$ cat config.mk
export PLATFORM = sky130hd
export DESIGN_NAME = color_bar_column_tracker
export DESIGN_NICKNAME = d
export VERILOG_FILES = /design/src/rtl/color_bar_checker_pkg.sv /design/src/rtl/color_bar_column_tracker.sv
export SDC_FILE = /design/constraint.sdc
export NUM_CORES = 1
export LEC_CHECK = 0
export CORE_MARGIN = 2
export CORE_UTILIZATION = 40
export DETAILED_ROUTE_END_ITERATION = 8
export PLACE_DENSITY = 0.59
export SYNTH_ARGS = -nofsm -noshare
export SYNTH_HDL_FRONTEND = slang
export SYNTH_SLANG_ARGS = --single-unit
$ cat constraint.sdc
create_clock -name clk -period 2.15 [get_ports clk]
set_clock_uncertainty 0.15 [all_clocks]
set_input_delay 0.43 -clock clk [delete_from_list [all_inputs] [get_ports clk]]
set_output_delay 0.43 -clock clk [all_outputs]
set_load 0.02 [all_outputs]
$ cat src/rtl/color_bar_checker_pkg.sv
// ColorUtilities: bar palette, default bar count, FIFO word layout and checker
// state encoding shared by the color-bar checker files.
package ColorUtilities;

    localparam int NUM_COLOR_BARS_DEFAULT = 10;
    localparam int QWORD_W   = 17;
    localparam int SOF_BIT   = 16;
    localparam int RGB_W     = 16;
    localparam int BAR_IDX_W = 4;
    localparam int COL_W     = 10;
    localparam int ROW_W     = 9;
    localparam int PIX_CNT_W = 19;
    localparam int ERR_CNT_W = 16;

    typedef enum logic [1:0] {
        ST_IDLE = 2'd0,
        ST_SYNC = 2'd1,
        ST_RUN  = 2'd2,
        ST_DONE = 2'd3
    } cbc_state_e;

    // RGB565 color of bar idx; indices past the palette read as black.
    function automatic logic [RGB_W-1:0] get_rgb_color(input logic [BAR_IDX_W-1:0] idx);
        logic [RGB_W-1:0] color;
        case (idx)
            4'd0:    color = 16'hFFFF;
            4'd1:    color = 16'hFFE0;
            4'd2:    color = 16'h07FF;
            4'd3:    color = 16'h07E0;
            4'd4:    color = 16'hF81F;
            4'd5:    color = 16'hF800;
            4'd6:    color = 16'h001F;
            4'd7:    color = 16'h0000;
            4'd8:    color = 16'h8410;
            4'd9:    color = 16'hFD20;
            default: color = 16'h0000;
        endcase
        return color;
    endfunction

endpackage

$ cat src/rtl/color_bar_column_tracker.sv
// Column, bar-index and row-wrap tracking for the color-bar checker; the bar
// index is stepped by an in-bar sub-counter so no divider is needed.
module color_bar_column_tracker
    import ColorUtilities::*;
#(
    parameter int FRAME_WIDTH    = 640,
    parameter int NUM_COLOR_BARS = NUM_COLOR_BARS_DEFAULT
) (
    input  logic                 clk,
    input  logic                 reset_n,
    input  logic                 i_clear,
    input  logic                 i_advance,
    output logic [COL_W-1:0]     o_col,
    output logic [BAR_IDX_W-1:0] o_bar,
    output logic                 o_wrap
);
    localparam int BAR_WIDTH = FRAME_WIDTH / NUM_COLOR_BARS;
    localparam logic [COL_W-1:0] LAST_COL = COL_W'(FRAME_WIDTH - 1);
    localparam logic [COL_W-1:0] LAST_SUB = COL_W'(BAR_WIDTH - 1);

    logic [COL_W-1:0]     r_col;
    logic [COL_W-1:0]     r_sub;
    logic [BAR_IDX_W-1:0] r_bar;
    logic [COL_W-1:0]     w_col_base;
    logic [COL_W-1:0]     w_sub_base;
    logic [BAR_IDX_W-1:0] w_bar_base;
    logic [COL_W-1:0]     w_col_nxt;
    logic [COL_W-1:0]     w_sub_nxt;
    logic [BAR_IDX_W-1:0] w_bar_nxt;

    // Next position; clear and advance together land on column 1 of a fresh row.
    always_comb begin
        w_col_base = r_col;
        w_sub_base = r_sub;
        w_bar_base = r_bar;
        if (i_clear) begin
            w_col_base = '0;
            w_sub_base = '0;
            w_bar_base = '0;
        end else begin
            w_col_base = r_col;
            w_sub_base = r_sub;
            w_bar_base = r_bar;
        end

        w_col_nxt = w_col_base;
        w_sub_nxt = w_sub_base;
        w_bar_nxt = w_bar_base;
        if (!i_advance) begin
            w_col_nxt = w_col_base;
        end else if (w_col_base == LAST_COL) begin
            w_col_nxt = '0;
            w_sub_nxt = '0;
            w_bar_nxt = '0;
        end else if (w_sub_base == LAST_SUB) begin
            w_col_nxt = w_col_base + COL_W'(1);
            w_sub_nxt = '0;
            w_bar_nxt = w_bar_base + BAR_IDX_W'(1);
        end else begin
            w_col_nxt = w_col_base + COL_W'(1);
            w_sub_nxt = w_sub_base + COL_W'(1);
        end
    end

    // Position registers.
    always_ff @(posedge clk or negedge reset_n) begin
        if (!reset_n) begin
            r_col <= '0;
            r_sub <= '0;
            r_bar <= '0;
        end else begin
            r_col <= w_col_nxt;
            r_sub <= w_sub_nxt;
            r_bar <= w_bar_nxt;
        end
    end

    assign o_col  = r_col;
    assign o_bar  = r_bar;
    assign o_wrap = (r_col == LAST_COL);

endmodule

==> impl_metrics.py <==
metrics = {
    "timing": {
        "rsz0062_at_grt": "false",
        "slew_violations": 0,
        "worst_pin_slew_ns": 0.392,
        "hold_violations": 0,
        "worst_hold_slack_ns": 0.293,
        "setup_viol": 0,
        "timing.slew.headroom_pct": 73.7,
        "setup_tns_ns": 0,
        "fin_crit_ns": 2.04,
        "finalCritPeriodShare_pct": 94.7,
        "max_clock_freq_ghz": 0.491,
    },
    "finish": {
        "areaGrowthSynthToFinish_pct": 37.3,
        "final_area_um2": 1920,
        "fill_cells": 310,
        "mostFrequentLayoutCells": "buf_4, dfrtp_1, clkdlybuf4s50_1",
        "drive_gt1_share_pct": 28.4,
        "nets": 198,
        "antenna_cells": 0,
        "layout_commonest_cell": "buf_4",
    },
    "power_and_ir_drop": {
        "peakVddDrop_mv": 0.209,
        "p_per_area_nw_per_um2": 433,
        "p_leak_nw": 0.796,
    },
    "job": {
        "maxCapViolCount": 0,
    },
    "synth": {
        "synthArstFlopShare_pct": 100,
        "syn_inst": 144,
        "synthesis.nets": 151,
        "ys_types": 38,
        "yosysSeqAreaShare_pct": 43.0,
        "ys_warn_count": 0,
        "synth_enable_flop_cells": 0,
        "synth_area_um2": 1400,
        "synth_area_per_cell_um2": 9.71,
        "ys_seq_elements": 24,
        "dominantRegCellSynth": "dfrtp_1",
    },
    "global_routing": {
        "grt_usage_pct": 19.8,
        "grt_max_degree": 25,
        "grt_pass1_vias": 1287,
        "grt_pass1_wl_mm": 6.24,
        "grt_antenna_before_repair": 0,
        "grt-ovfl-total": 0,
    },
    "drt": {
        "wire_per_inst_um": 14.8,
        "drt-total-wl_mm": 3.50,
        "post-route-drc-count": 0,
        "num_vias": 1279,
        "drt_iter0_drc": 56,
        "avgViaCountPerCell": 5.42,
        "ant_nets": 0,
        "drt_pass1_iterations": 4,
    },
    "die": {
        "core_um2": 3340,
        "start_util_pct": 41.9,
        "die_x_um": 63.1,
        "ios": 19,
        "num_rows": 21,
        "dieArea_um2": 3980,
        "dieHeight_um": 63.1,
    },
    "clock_tree": {
        "cts_buffer_depth": 2,
        "root_buffer": "clkbuf_4",
        "cts_made_buffers": 3,
        "post_cts_buffers": 0,
        "tritoncts": "built",
        "cts_sinks": 24,
        "path_clk_slew_ns": 0.14,
        "cts_hold_buf": 0,
        "h-tree-depth": 1,
        "worstSkewPairLatency_ns": 0.33,
    },
    "worst_setup_path": {
        "worst_ep_required_time_ns": 2.20,
        "critPathCaptureType": "flop",
        "cpPeakStageDelay_ns": 0.58,
        "crit_chain": "dlygate4sd2_1 -> buf_4 -> nor2b_4 -> ha_2 -> inv_2 -> or4b_4 -> nor2_4 -> a21oi_1",
        "crit_fanout": 8,
        "crit_slowest_cell": "or4b_4",
        "worstPathArrival_ns": 2.09,
        "critical-path-top-delay-family": "simple AND/OR/NAND/NOR gates",
        "worstSetupPathType": "input port to flop",
        "start_kind": "input port",
        "path_buf_inv": 3,
    },
    "run_status": {
        "status": "finished, final reports clean",
    },
    "placed_design": {
        "gp_congestion": 0.816,
        "placed_cell_area_um2": 1880,
        "io_buffers": 18,
        "dp_hpwl_mm": 2.69,
    },
    "hold_path": {
        "hold_path.class": "input port to async pin",
    },
}
[metrics by stage]
step | worst slack, ns | utilization [%] | instances | power [mW]
finish | 0.115 | 57.5 | 236 | 0.831
CTS | 0.0112 | 57.6 | 236 | 0.834
detailed placement | -0.535 | 56.3 | 232 | 0.596
global route | 0.0377 | 57.5 | 236 | 0.867
global placement | -0.476 | 56.3 | 232 | 0.595
floorplan | -0.0121 | - | 144 | 0.535
[worst paths after layout]
check	from	endpoint	slack, ns	depth (start not counted)
max	i_clear	o_bar[2]	0.11	8
min reg2reg	o_bar[3]	o_bar[3]	0.44	2
min	reset_n	r_sub[1]	0.29	2
max in group asynchronous	reset_n	o_col[6]	1.31	2
min in group clk	o_bar[3]	o_bar[3]	0.44	2
max reg2reg	o_col[0]	o_bar[2]	0.16	7
[power breakdown]
part	internal (mW)	switching, mW
Sequential	0.461	0.00975
Combinational	0.0566	0.0616
Clock	0.104	0.139
[worst reg2reg max path: cells and delay by family, from the launching register on]
kind	cells	cell delay (ns)
simple gates	3	0.91
flops	1	0.44
fa+ha+maj	1	0.18
buf+inv	2	0.10
compound gates	1	0.08
[logic make-up (layout without fill, tap and decap cells)]
| kind of cell | Yosys count | after routing | synth area share (%) |
|---|---|---|---|
| buffers and inverters | 9 | 55 | 2.42 |
| XOR/XNOR | 12 | 12 | 7.52 |
| flip-flops | 24 | 24 | 43.0 |
| AO/OA/AOI/OAI | 23 | 23 | 11.1 |
| multiplexers | 2 | 2 | 1.61 |
| AND/OR/NAND/NOR | 71 | 71 | 31.7 |
| adder cells (fa/ha/maj) | 3 | 3 | 2.69 |
[synth_stat cells (2+ instances only)]
cell type / n / area, um^2
dfrtp_1: 24 / 601
nor2b_1: 11 / 68.8
nand2_1: 10 / 37.5
nor2_1: 9 / 33.8
nand4_1: 8 / 50.1
nand3_1: 7 / 35.0
nor3_1: 7 / 35.0
xnor2_1: 7 / 61.3
a21oi_1: 6 / 30.0
o21ai_0: 5 / 25.0
xor2_1: 5 / 43.8
clkbuf_1: 4 / 15.0
a211oi_1: 3 / 22.5
ha_1: 3 / 37.5
inv_1: 3 / 11.3
nor4_1: 3 / 18.8
and3_1: 2 / 12.5
buf_1: 2 / 7.51
mux2_2: 2 / 22.5
nor4b_1: 2 / 17.5
o211ai_1: 2 / 15.0
o31ai_1: 2 / 15.0
or3_2: 2 / 15.0
[sequential cells by signal (all words and copies together), names as in the netlist]
| name | flops |
|---|---|
| r_sub | 10 |
| o_bar | 4 |
| o_col | 10 |
[repair_timing]
| item | 4_1_cts | 5_1_grt |
|---|---|---|
| resized for setup | 4 | 3 |
| setup endpoints to repair | 18 | 2 |
| pin swaps | 1 | 0 |
[layer usage]
layer,vias to the layer above,share of wire (%),track usage [%]
li1,622,-,-
met1,620,50,28.0
met2,32,46,31.4
met3,5,3.4,2.68
met4,0,1.2,6.39
met5,-,0,0
[layout make-up]
class | instances | area [um^2] | share of cell area, %
inverters | 3 | 11.3 | 0.587
clock buffers | 4 | 36.3 | 1.89
repair buffers | 48 | 399 | 20.8
flip-flops and latches | 24 | 601 | 31.3
well taps | 46 | 57.6 | 3.00
multi-input cells | 111 | 815 | 42.4
Note: power is estimated with default switching activity, not from simulation.
